`config.mk`:
```
export PLATFORM = sky130hd
export DESIGN_NAME = reg_file_sb
export DESIGN_NICKNAME = d
export VERILOG_FILES = /design/src/rtl/reg_file_pkg.sv /design/src/rtl/rf_read_port.sv /design/src/rtl/reg_file_sb.sv
export SDC_FILE = /design/constraint.sdc
export NUM_CORES = 1
export LEC_CHECK = 0
export BUFFER_PORTS_ARGS = -buffer_cell sky130_fd_sc_hd__buf_2
export CAP_MARGIN = 20
export CORE_ASPECT_RATIO = 1.2
export CORE_MARGIN = 2
export CORE_UTILIZATION = 35
export CTS_CLUSTER_DIAMETER = 60
export DETAILED_ROUTE_END_ITERATION = 12
export GPL_TIMING_DRIVEN = 1
export SLEW_MARGIN = 20
export SYNTH_ARGS = -nofsm -noshare
export SYNTH_HDL_FRONTEND = slang
export SYNTH_SLANG_ARGS = --single-unit
```
`constraint.sdc`:
```
create_clock -name CLK -period 2.55 [get_ports CLK]
set_input_delay 0.1275 -clock CLK [delete_from_list [all_inputs] [get_ports CLK]]
set_output_delay 0.1275 -clock CLK [all_outputs]
set_load 0.1 [all_outputs]
```
`src/rtl/reg_file_pkg.sv`:
```
// reg_file_pkg: shared defaults and types for the register file
package reg_file_pkg;
  localparam int RF_W = 8;
  localparam int RF_D = 3;
  typedef logic [RF_D-1:0] reg_addr_t;
  typedef logic [RF_W-1:0] reg_word_t;
endpackage

```
`src/rtl/rf_read_port.sv`:
```
// rf_read_port: one combinational read port with bypass, zero-register and busy masking
module rf_read_port
  import reg_file_pkg::*;
#(
  parameter int W = RF_W,
  parameter int D = RF_D,
  parameter int ZERO_REG = 1,
  parameter int BYPASS = 1
) (
  input  logic                    i_rst,
  input  logic                    i_we,
  input  logic [D-1:0]            i_waddr,
  input  logic [W-1:0]            i_wdata,
  input  logic [D-1:0]            i_raddr,
  input  logic [2**D-1:0][W-1:0]  i_regs,
  input  logic [2**D-1:0]         i_busy,
  output logic [W-1:0]            o_rdata,
  output logic                    o_busy
);
  logic w_zero;
  logic w_hit;
  // zero register takes precedence over bypass; reset blanks everything
  always_comb begin
    w_zero  = (ZERO_REG != 0) && (i_raddr == '0);
    w_hit   = (BYPASS != 0) && i_we && (i_waddr == i_raddr);
    o_rdata = (i_rst || w_zero) ? '0 : w_hit ? i_wdata : i_regs[i_raddr];
    o_busy  = (i_rst || w_zero || w_hit) ? 1'b0 : i_busy[i_raddr];
  end
endmodule

```
`src/rtl/reg_file_sb.sv`:
```
// reg_file_sb: register file with two read ports, one write port and a busy scoreboard
module reg_file_sb
  import reg_file_pkg::*;
#(
  parameter int W = RF_W,
  parameter int D = RF_D,
  parameter int ZERO_REG = 1,
  parameter int BYPASS = 1
) (
  input  logic          CLK,
  input  logic          Reset,
  input  logic          RegWrite,
  input  logic [D-1:0]  WAddr,
  input  logic [W-1:0]  WData,
  input  logic [D-1:0]  RAddr1,
  input  logic [D-1:0]  RAddr2,
  output logic [W-1:0]  RData1,
  output logic [W-1:0]  RData2,
  input  logic          MarkBusy,
  input  logic [D-1:0]  BusyAddr,
  output logic          Busy1,
  output logic          Busy2,
  output logic          AnyBusy
);
  logic [2**D-1:0][W-1:0] r_regs;
  logic [2**D-1:0]        r_busy;
  logic                   r_any;
  logic                   w_we;
  logic                   w_mark;
  logic [2**D-1:0]        w_busy_nxt;
  // writes clear busy first so a same-cycle mark on that register wins
  always_comb begin
    w_we       = RegWrite && !((ZERO_REG != 0) && (WAddr == '0));
    w_mark     = MarkBusy && !((ZERO_REG != 0) && (BusyAddr == '0));
    w_busy_nxt = r_busy;
    if (w_we) w_busy_nxt[WAddr] = 1'b0;
    if (w_mark) w_busy_nxt[BusyAddr] = 1'b1;
  end
  // register, scoreboard and AnyBusy update; reset drops any pending write or mark
  always_ff @(posedge CLK) begin
    if (Reset) begin
      r_regs <= '0;
      r_busy <= '0;
      r_any  <= 1'b0;
    end else begin
      if (w_we) r_regs[WAddr] <= WData;
      r_busy <= w_busy_nxt;
      r_any  <= |w_busy_nxt;
    end
  end
  assign AnyBusy = Reset ? 1'b0 : r_any;
  rf_read_port #(.W(W), .D(D), .ZERO_REG(ZERO_REG), .BYPASS(BYPASS)) u_rp1 (
    .i_rst(Reset), .i_we(RegWrite), .i_waddr(WAddr), .i_wdata(WData), .i_raddr(RAddr1),
    .i_regs(r_regs), .i_busy(r_busy), .o_rdata(RData1), .o_busy(Busy1)
  );
  rf_read_port #(.W(W), .D(D), .ZERO_REG(ZERO_REG), .BYPASS(BYPASS)) u_rp2 (
    .i_rst(Reset), .i_we(RegWrite), .i_waddr(WAddr), .i_wdata(WData), .i_raddr(RAddr2),
    .i_regs(r_regs), .i_busy(r_busy), .o_rdata(RData2), .o_busy(Busy2)
  );
endmodule

```
[Word level (Yosys, flattened, before mapping)]
Cells that the tools add are included.
Operators by class
  $lt $le $gt $ge: 6
  eq/ne operators: 2
  multiplexer cells: 24
  bitwise gates (word level): 3
  reductions and logical operators: 17
Operators with widths (count)
  2-to-1 mux 8 bit: 9
  bitwise mux 64 bit: 1
  binary-select mux 8 bit (select 3 bit): 2
  demux 8 bit (select 3 bit): 1
  < comparator 3 x 4 -> 1 bit, second input constant: 4
  zero test 3 bit: 4
  bitwise AND 8 bit: 1
  NOT 8 bit: 1
  OR 8 bit: 1
  OR reduction 8 bit: 1
  2-to-1 mux 1 bit: 7
  binary-select mux 1 bit (select 3 bit): 2
  demux 1 bit (select 3 bit): 2
  equality test 3 bit: 2
  greater-or-equal comparator 3 x 1 -> 1 bit, second input constant: 2
  logical AND 1 bit: 6
  logical OR 1 bit: 4
  zero test 1 bit: 2
Word-level totals
  bits in registers: 73
  input bits: 24
  output and inout port bits: 19
  logic and storage cells: 62

[Depth between registers and ports, before layout]
Gate-level depths: netlist of the first run.
  depth after elaboration: 10
  gate-level depth with buffers: 6
  depth with buffers taken out: 4

[Modules after synthesis]
Synthesis of the first run repeated with hierarchy kept, for this count alone.
Unflattened totals
  cells, all modules: 427
  area total of the unflattened synthesis: 4176.5 um^2
Modules (own cells, without submodules)
  reg_file_sb: instances 1, cells each 313, area each 2595.0 um^2, sequential area each 1461.4 um^2
  rf_read_port: instances 2, cells each 57, area each 790.8 um^2, sequential area each 0.0 um^2

[Least setup slack after synthesis of the first run]
Ideal clock, no wire load.
  kind: input to output
  from: in WAddr[2]
  to: out RData2[0]
  arrival time: 2.106 ns
  setup slack: 0.317 ns
  stages: 5
  path buffers: 2
  path through: buf_6 > xnor2_1 > nand4_2 > buf_6 > a211oi_2
Between the ends
  word-level cells in the longest chain between the ends: 4
Ends and longest elaborated chain
  start, declared: RTL line reg_file_sb.sv:13  | input logic [D-1:0] WAddr,
  equality test 3 bit: RTL line rf_read_port.sv:25  | w_hit = (BYPASS != 0) && i_we && (i_waddr == i_raddr);
  logical AND 1 bit: RTL line rf_read_port.sv:25
  2-to-1 mux 8 bit (2 in series): RTL line rf_read_port.sv:26  | o_rdata = (i_rst || w_zero) ? '0 : w_hit ? i_wdata : i_regs[i_raddr];
  end, declared: RTL line reg_file_sb.sv:18  | output logic [W-1:0] RData2,
Every way passes these cells.

[Worst setup path in the final report of the first run]
  from: in RAddr2[0]
  to: out Busy2
Between the ends
  word-level cells in the longest chain between the ends: 4
  elaborated cells on any way between the ends: 8
Ends and longest elaborated chain
  start, declared: RTL line reg_file_sb.sv:16  | input logic [D-1:0] RAddr2,
  parallel branches: the longest is 3 deep, another holds binary-select mux 1 bit (select 3 bit)
  2-to-1 mux 1 bit *: RTL line rf_read_port.sv:27  | o_busy = (i_rst || w_zero || w_hit) ? 1'b0 : i_busy[i_raddr];
  end, declared: RTL line reg_file_sb.sv:22  | output logic Busy2,
Every way passes the cells marked *. The select of a mux whose other input is x is not followed.

==> results of run 1 <==
[where the power goes]
part,internal (mW),total [mW],leakage [nW],switching (mW)
Combinational,0.147,0.427,1.06,0.280
Clock,0.865,1.38,0.157,0.515
Sequential,1.16,1.18,0.591,0.0172
Total,2.18,2.99,1.81,0.812
[cell type report]
cell class	count	area [µm²]	share of cell area, %
tap	157	196	3.94
sequential	73	1460	29.3
clock inverter	7	98.8	1.98
multi-input combinational	327	2520	50.4
clock buffer	9	225	4.51
timing repair buffer	56	490	9.83
[critical path: cells and delay by family]
kind | cells | cell delay, ns
buffers and inverters | 3 | 0.92
and+or+nand+nor | 3 | 0.79
[layer usage]
layer	vias up	wire length [µm]	track usage (%)	part of all wire [%]
li1	1624	-	-	-
met1	1671	5020	25.8	42
met2	133	5820	31.1	49
met3	16	935	3.56	7.8
met4	0	192	6.04	1.6
met5	-	0	0	0
[state kept, by name, summed over array words and instances, names as in the netlist]
name and count:
r_regs 64, r_busy 8, r_any 1
[path summary, 6_finish.rpt]
path                endpoint  slack, ns        from  depth (start not counted)
setup / recovery       Busy2       0.57   RAddr2[0]                          6
setup reg to reg       r_any       1.32   r_busy[1]                          4
hold reg to reg   r_regs[62]       0.47  r_regs[62]                          2
hold / removal     r_regs[0]       0.07       Reset                          2
[kinds of logic (layout without fill, tap and decap cells)]
group / Yosys count / in the layout / synth area share (%)
compound gates: 83 / 83 / 13.2
xor+xnor: 6 / 6 / 1.43
buf+inv: 35 / 72 / 5.61
flops: 73 / 73 / 34.7
mux: 55 / 55 / 24.6
simple gates: 183 / 183 / 20.4
[placed cells by master, fill, tap and decap left out]
cell type	n
nand2_1	117
dfxtp_1	73
a21oi_1	59
buf_2	32
mux4_2	26
nor2_1	26
mux2i_1	19
a211oi_2	16
nor2b_1	16
buf_12	12
buf_4	12
mux4_1	10
clkbuf_16	9
xnor2_1	5
nor2_2	4
a32oi_1	4
nand2b_1	3
inv_6	3
nand4_2	2
nor3_1	2
or2_1	2
nor3b_2	2
bufinv_16	2
xnor2_2	1
nand2_2	1
nand3_2	1
nand4_4	1
nand3_1	1
nand4bb_1	1
nand4b_4	1
a22oi_1	1
nor3_2	1
and4_1	1
o21ai_0	1
a31oi_1	1
and4b_1	1
a41oi_1	1
clkinvlp_4	1
clkinv_2	1
==> run metrics, run 1 <==
crit end category output port; synth top area cells dfxtp_1 35%, mux4_2 14%, nand2_1 10%, a21oi_1 7.0%, mux4_1 6.2%; syn_nets 459; CP required 2.42 ns; post-placement cell area 4660 µm²; Post-synth EDFFs 0; syn avg cell area 9.69 µm²; Syn Std Cell Area 4210 µm²; placed cells 613; initial DRC count 264; Final Cycle Share 77.7%; Filler cells 1,136; Slew HR 44.3%; layout cells sized above 1 27.1%; TNS Setup 0 ns; CTS-repair resized insts 0; # rows 43; Top FF cell, synth dfxtp_1; crit-path cells buf_2 > buf_4 > nor3_1 > or2_1 > nor3b_2 > buf_2; P_leak 1.81 nW; post-CTS setup repair buffer count 0; final design area excluding fillers 4990 µm²; max_cap viols 0; commonest cells in the synthesized netlist 117 x nand2_1, 73 x dfxtp_1, 59 x a21oi_1, 26 x mux4_2, 26 x nor2_1; Max VDD drop 0.359 mV; clock skew 0.00281 ns; Clock Tree Buf Depth 2; full die area 12,900 µm²; Final Hold Viols 0; RSZ-0062 raised after global routing no; vias in the first global route 3,496; ANT nets after route 0; cell repeated most along the worst path buf_2; Total Wirelength 12.0 mm; largest net degree at the start of global routing 73; vias per cell 5.48; starting density of the core 36.1%; flops & latches, synth 73; hold crit path type in -> reg; CTS sink cnt 73; Crit Path Category in -> out; initial antenna violation count 0; die width 104 µm; Crit path largest cell delay 0.46 ns; Max Slew Vio Count 0; core area 11,700 µm²; DR pass1 iterations 4; Root Driver clkbuf_16; top-count cell post-synth nand2_1; CTS clock-pin slew for the worst setup and hold paths 0.06 ns; Fmax 505 MHz; DRC Markers 0; Worst Hold Margin 0.0749 ns; CTS tree built; Worst Setup Slack, final 0.568 ns; min cycle time layout 1.98 ns; synthesized instance count 435; PwrDens 599 nW/µm²; Power, Total 2.99 mW; gr usage total 19.2%; routed wire length per instance 19.0 µm; vias after detailed routing 3,444; Worst setup SP type primary input; H-tree Lvls 3; Overflow after GRT 0; Final setup viols 0; Die Span Y 124 µm; CP max-delay cell buf_2; Util after Layout 42.7%; Async SR Flop Fraction 0%; count of different cell masters after synthesis 36; IO buf count 42; Finished Layout Cells 629; CTS Hold Bufs 0; Setup WS pre-CTS 0.591 ns; worst skew pair latency 0.33 ns; Seq/Total Area, Yosys 34.7%; io pins 43; Area growth, synth to finish 18.4%; Synth Warn # 0; top-area cell type share of the netlist area 34.7%; Tightest Pin Transition 0.832 ns; # diodes 0; HPWL Detailed 8.37 mm; Arrival @ worst endpoint 1.85 ns; Placer Congestion 0.839; Synth area leader dfxtp_1; status complete, no violations; CP max FO 11; first-pass GRT wire length 19.1 mm; nets@finish 491; cts bufs inserted 9
(Power assumes the default switching activity.)
==> inputs of run 2 (changes only) <==
- ABC_AREA: not set -> 1
- clock period: 2.55 -> 1.73 ns (I/O delays scaled with it)
==> run metrics, run 2 <==
worst skew pair latency 0.34 ns (about the same); placed cells 871 (+42%); routed wire length per instance 16.5 µm (-14%); Finished Layout Cells 887 (+41%); Placer Congestion 0.968 (+15%); biggest regs r_regs x64, r_busy x8, r_any x1; area of the multi-input gates 2420 µm² (-3.6%); Final Hold Viols 0 (unchanged); Top FF cell, synth dfxtp_1; combinational cell fraction of total power 21.6% (+7.3 points); syn avg cell area 6.23 µm² (-36%); final design area excluding fillers 5290 µm² (+6.1%); Syn Std Cell Area 4300 µm² (+2.1%); hold crit path type in -> reg; HPWL Detailed 10.3 mm (+23%); switching pwr 1.43 mW (+76%); CTS sink cnt 73 (unchanged); Clock Tree Buf Depth 2 (unchanged); Final setup viols 0 (unchanged); Max Slew Vio Count 0 (unchanged); initial DRC count 352 (+33%); H-tree Lvls 3 (unchanged); full die area 13,200 µm² (+2.0%); Root Driver clkbuf_16; PwrDens 888 nW/µm² (+48%); top-count cell post-synth nand2_1; vias per cell 5.26 (-3.9%); commonest non-fill, non-tap cell in the layout nand2_1; CP max FO 3 (-8); IO buf count 42 (unchanged); post-synthesis xor/xnor area fraction 0% (-1.4 points); synthesized instance count 691 (+59%); Async SR Flop Fraction 0% (unchanged); core area 12,100 µm² (+3.3%); post-CTS setup repair buffer count 0 (unchanged); Synth area leader dfxtp_1; CTS Hold Bufs 0 (unchanged); Synth Area in Adders 0% (unchanged); Area growth, synth to finish 23.0%; # diodes 0 (unchanged); layout cells sized above 1 16.5% (-11 points); TNS Setup 0 ns (unchanged); nets@finish 745 (+52%); Die Span Y 125 µm (+1.0%); FF/Latch Area 1460 µm² (about the same); gr usage total 22.7% (+3.6 points); count of different cell masters after synthesis 24 (-33%); die width 105 µm (+1.0%); mux cell area share after synthesis 0% (-25 points); switching fraction of total power 30.5% (+3.3 points); main combinational cell family by area after synthesis simple AND/OR/NAND/NOR gates; top-area cell type share of the netlist area 34.0% (-0.72 points); Slew HR 68.0% (+24 points); Power, Total 4.70 mW (+57%); vias after detailed routing 4,668 (+36%); Worst setup SP type flop; initial antenna violation count 0 (unchanged); Filler cells 1,257 (+11%); Simple-Gate Fraction of Synth Area 30.6% (+10 points); Tightest Pin Transition 0.483 ns (-0.349 ns); Post-synth EDFFs 0 (unchanged); starting density of the core 35.7% (-0.41 points); Largest register FFs 64 (unchanged); CTS tree built; Util after Layout 43.9% (+1.2 points); largest net degree at the start of global routing 51 (-30%); Total Wirelength 14.6 mm (+22%); Flop pwr share 37.2% (-2.3 points); synth top area cells dfxtp_1 34%, nand2_1 16%, a21oi_1 11%, nor2_1 8.2%, o21ai_0 6.2%; Final Cycle Share 94.9%; RSZ-0062 raised after global routing yes; cts bufs inserted 9 (unchanged); Crit Path Category reg -> out; commonest cells in the synthesized netlist 184 x nand2_1, 96 x a21oi_1, 94 x nor2_1, 73 x dfxtp_1, 53 x o21ai_0; Max VDD drop 0.464 mV (+29%); most frequent cells in the layout 184 x nand2_1, 93 x a21oi_1, 78 x nor2_1; syn_nets 715 (+56%); DR pass1 iterations 6 (+2); CP required 1.64 ns (-0.78 ns); P_leak 2.10 nW (+16%); internal power 3.27 mW (+50%); Largest Register r_regs; Arrival @ worst endpoint 1.55 ns (-0.30 ns); ANT nets after route 0 (unchanged); Synth Area in Compound Gates 24.0% (+11 points); flops & latches, synth 73 (unchanged); Seq/Total Area, Yosys 34.0% (-0.72 points); post-placement cell area 4960 µm² (+6.3%); CTS clock-pin slew for the worst setup and hold paths 0.05 ns (about the same); # rows 44 (+2.3%); Fmax 609 MHz; DRC Markers 0 (unchanged); clock skew 0.000763 ns (-0.00205 ns); crit end category output port; status complete, no violations; Overflow after GRT 0 (unchanged); Synth Warn # 0 (unchanged); first-pass GRT wire length 23.6 mm (+24%); clock share of power 41.2% (-5.0 points); io pins 43 (unchanged); min cycle time layout 1.64 ns; vias in the first global route 4,540 (+30%); max_cap viols 0 (unchanged)
==> run 2: changes by cell type in the layout (fill, tap and decap cells not counted), sizes merged, moves of 8 or more <==
| cell | change |
|---|---|
| o21ai | +66 |
| mux4 | -36 |
| inv | +43 |
| nand3 | +34 |
| clkinv | +8 |
| nor2b | -16 |
| a21oi | +37 |
| nor2 | +66 |
| buf | +8 |
| mux2i | -19 |
| nand2 | +74 |
==> run 2: power groups by stage <==
stage | registers, mW | clock network (mW) | logic [mW]
after floorplan | 1.78 | 0 | 0.676
after CTS | 1.75 | 1.97 | 0.999
after global routing | 1.75 | 2.02 | 1.09
final | 1.75 | 1.94 | 1.01
after detailed placement | 1.78 | 0 | 0.994
after global placement | 1.78 | 0 | 0.985
==> run 2: per-stage QoR <==
step / worst slack (ns) / hold WS [ns]
finish: 0.0887 / 0.0763
global route: -0.0194 / 0.0950
detailed placement: 0.0560 / 0.422
CTS: 0.0274 / 0.0663
global placement: 0.0648 / 0.419
floorplan: -0.00364 / 0.256
==> run 2: metal layers <==
metal,vias to the layer above,GRT usage [%],wire length (µm)
met5,-,0,0
met4,0,10.4,373
met3,29,3.39,795
met2,145,39.0,7290
met1,2183,27.9,6140
li1,2311,-,-
==> run 2: layout make-up <==
type	count	share of cell area (%)
repair buffers	65	12.9
clock buffers	14	5.18
well taps	161	3.81
inverters	54	4.07
clock inverters	2	0.662
flip-flops and latches	73	27.6
multi-input cells	518	45.8
==> run 2: kinds of logic (layout without fill, tap and decap cells) <==
kind of cell,count (synthesis),after routing
AO/OA/AOI/OAI,191,191
buffers and inverters,100,135
flip-flops,73,73
AND/OR/NAND/NOR,327,327
==> run 2: worst paths after layout <==
| path | from | to | slack [ns] | depth (start not counted) |
|---|---|---|---|---|
| worst min register to register | r_regs[2] | r_regs[2] | 0.45 | 2 |
| worst min-delay path | WData[6] | r_regs[38] | 0.08 | 3 |
| worst max register to register | r_busy[3] | r_any | 0.78 | 6 |
| worst max-delay path | r_regs[10] | RData2[2] | 0.09 | 7 |
==> run 2: worst max-delay path: stages (launching register included) <==
cell     delay [ns]
dfxtp_1        0.36
a21oi_1        0.08
o21ai_1        0.08
nand2_1        0.13
nor2_2         0.12
nor2_1         0.06
nor2_2         0.17
buf_12         0.20
==> run 2: repair_timing <==
item	4_1_cts	5_1_grt
resized for setup	0	9
endpoints found under the hold margin	0	0
setup endpoints to repair	0	12
==> inputs of run 3 (changes only) <==
- GPL_TIMING_DRIVEN: 1 -> 0
==> run metrics, run 3 (synthesized netlist as in run 2, its figures left out) <==
status complete, no violations; Area growth, synth to finish 23.0% (about the same); Final Hold Viols 0 (unchanged); top sig layer met4; crit end category output port; Worst setup SP type flop; Clock Tree Buf Depth 2 (unchanged); reg2reg setup slack 0.83 ns (+0.05 ns); first-pass GRT wire length 25.2 mm (+6.7%); Tightest Pin Transition 0.721 ns (+0.238 ns); CP max FO 3 (unchanged); Root Driver clkbuf_16; P_leak 2.08 nW (-0.96%); CP delay by family, top simple AND/OR/NAND/NOR gates; full die area 13,200 µm² (unchanged); Worst Setup Slack, final 0.0396 ns (-0.0491 ns); Reg-to-Reg End r_any; die width 105 µm (unchanged); cts bufs inserted 9 (unchanged); gr usage total 25.1% (+2.4 points); hold crit path type in -> reg; DRC Markers 0 (unchanged); H-tree Lvls 3 (unchanged); area of the multi-input gates 2420 µm² (unchanged); min cycle time layout 1.69 ns (+0.0491 ns); biggest regs r_regs x64, r_busy x8, r_any x1; CP Launch Point r_regs[3]; Worst path depth 7 (unchanged); Max Slew Vio Count 0 (unchanged); initial DRC count 389 (+11%); routed wire length per instance 18.2 µm (+10%); Crit path largest cell delay 0.30 ns (-0.06 ns); routed wl met3 1.15 mm (+44%); CTS sink cnt 73 (unchanged); CTS tree built; Crit Path Category reg -> out; FF/Latch Area 1460 µm² (about the same); most frequent cells in the layout 184 x nand2_1, 92 x a21oi_1, 77 x nor2_1; starting density of the core 35.7% (unchanged); post-CTS setup repair buffer count 0 (unchanged); Total Wirelength 16.3 mm (+12%); core area 12,100 µm² (unchanged); # rows 44 (unchanged); Worst Hold Margin 0.0853 ns (+0.00901 ns); crit-path cells inv_1 > o21ai_0 > nand2_1 > nor2_1 > nor2_1 > nor2_2 > buf_12; Overflow after GRT 0 (unchanged); PwrDens 959 nW/µm² (+8.0%); initial antenna violation count 0 (unchanged); Filler cells 1,254 (-0.24%); HPWL Detailed 11.6 mm (+13%); Largest register FFs 64 (unchanged); clock skew 0.00486 ns (+0.00410 ns); vias after detailed routing 4,872 (+4.4%); metal2 WL 7.58 mm (+4.1%); Setup crit end RData2[3]; r2r worst-path depth 6 (unchanged); Largest Register r_regs; largest net degree at the start of global routing 13 (-75%); R2R Path Start r_busy[1]; DR pass1 iterations 5 (-1); # diodes 0 (unchanged); IO buf count 31 (-26%); Slew HR 51.9% (-16 points); DRT met1 WL 6.88 mm (+12%); Arrival @ worst endpoint 1.60 ns (+0.05 ns); commonest non-fill, non-tap cell in the layout nand2_1; max_cap viols 0 (unchanged); CTS clock-pin slew for the worst setup and hold paths 0.06 ns (about the same); cell repeated most along the worst path nor2_1; worst skew pair latency 0.33 ns (about the same); vias per cell 5.43 (+3.1%); Placer Congestion 0.985 (+1.8%); io pins 43 (unchanged); worst path bufs/invs 2 (+1); Fmax 592 MHz (-2.9%); CP max-delay cell dfxtp_1; CTS Hold Bufs 0 (unchanged); Max VDD drop 0.519 mV (+12%); CP required 1.64 ns (about the same); ANT nets after route 0 (unchanged); layout cells sized above 1 15.6% (-0.93 points); Setup WS pre-CTS -0.118 ns (-0.174 ns); RSZ-0062 raised after global routing yes; Final Cycle Share 97.7% (+2.8 points); nets@finish 757 (+1.6%); Die Span Y 125 µm (unchanged); vias in the first global route 4,560 (+0.44%); Final setup viols 0 (unchanged)
run 3: cell types whose count changed in the layout (fill, tap and decap cells not counted), sizes merged:
cell,delta
buf,-9
bufinv,+3
clkbuf,+17
clkinv,-1
clkinvlp,+1
run 3: layout make-up:
| type | instances | area share, % |
|---|---|---|
| multi-input combinational | 518 | 45.8 |
| inverter | 54 | 4.07 |
| tap | 161 | 3.81 |
| sequential | 73 | 27.6 |
| timing repair buffer | 31 | 6.36 |
| clock buffer | 10 | 4.52 |
| clock inverter | 5 | 2.41 |
| buffer | 46 | 5.41 |
run 3: power breakdown:
| part | switching [mW] | internal [mW] |
|---|---|---|
| clock network | 0.734 | 1.59 |
| registers | 0.0244 | 1.72 |
| logic | 0.724 | 0.284 |
| total | 1.48 | 3.59 |
run 3: tightest hold or removal path: stages:
cell and delay [ns]:
buf_2 0.13, nand2_1 0.09, a21oi_1 0.07
run 3: worst min path at each step:
stage	slack, ns	depth (start not counted)	to	startpoint
global placement	0.42	3	r_regs[22]	WData[6]
finish	0.09	3	r_busy[3]	BusyAddr[0]
detailed placement	0.42	3	r_regs[38]	WData[6]
floorplan	0.26	2	r_busy[3]	BusyAddr[0]
CTS	0.07	3	r_regs[38]	WData[6]
global route	0.1	3	r_busy[3]	BusyAddr[0]
run 3: repair_timing:
action | CTS | global route
setup endpoints to repair | 18 | 13
pin swaps | 0 | 6
gates resized for setup | 22 | 51
run 3: per-layer routing:
layer	up-vias	track usage, %
met3	52	2.82
met4	0	13.0
li1	2343	-
met2	214	41.6
met1	2263	32.1
met5	-	0
run 3: stage by stage:
stage / util, % / area, µm² / setup TNS (ns) / power (mW) / instances
after global placement: 39.1 / 4720 / -1.11 / 2.69 / 883
after global routing: 43.9 / 5290 / -0.0626 / 5.23 / 898
after floorplan: - / 4360 / -0.00364 / 2.45 / 691
final: 43.9 / 5290 / 0 / 5.08 / 898
after CTS: 42.7 / 5140 / 0 / 5.03 / 898
after detailed placement: 39.1 / 4720 / -1.15 / 2.70 / 883
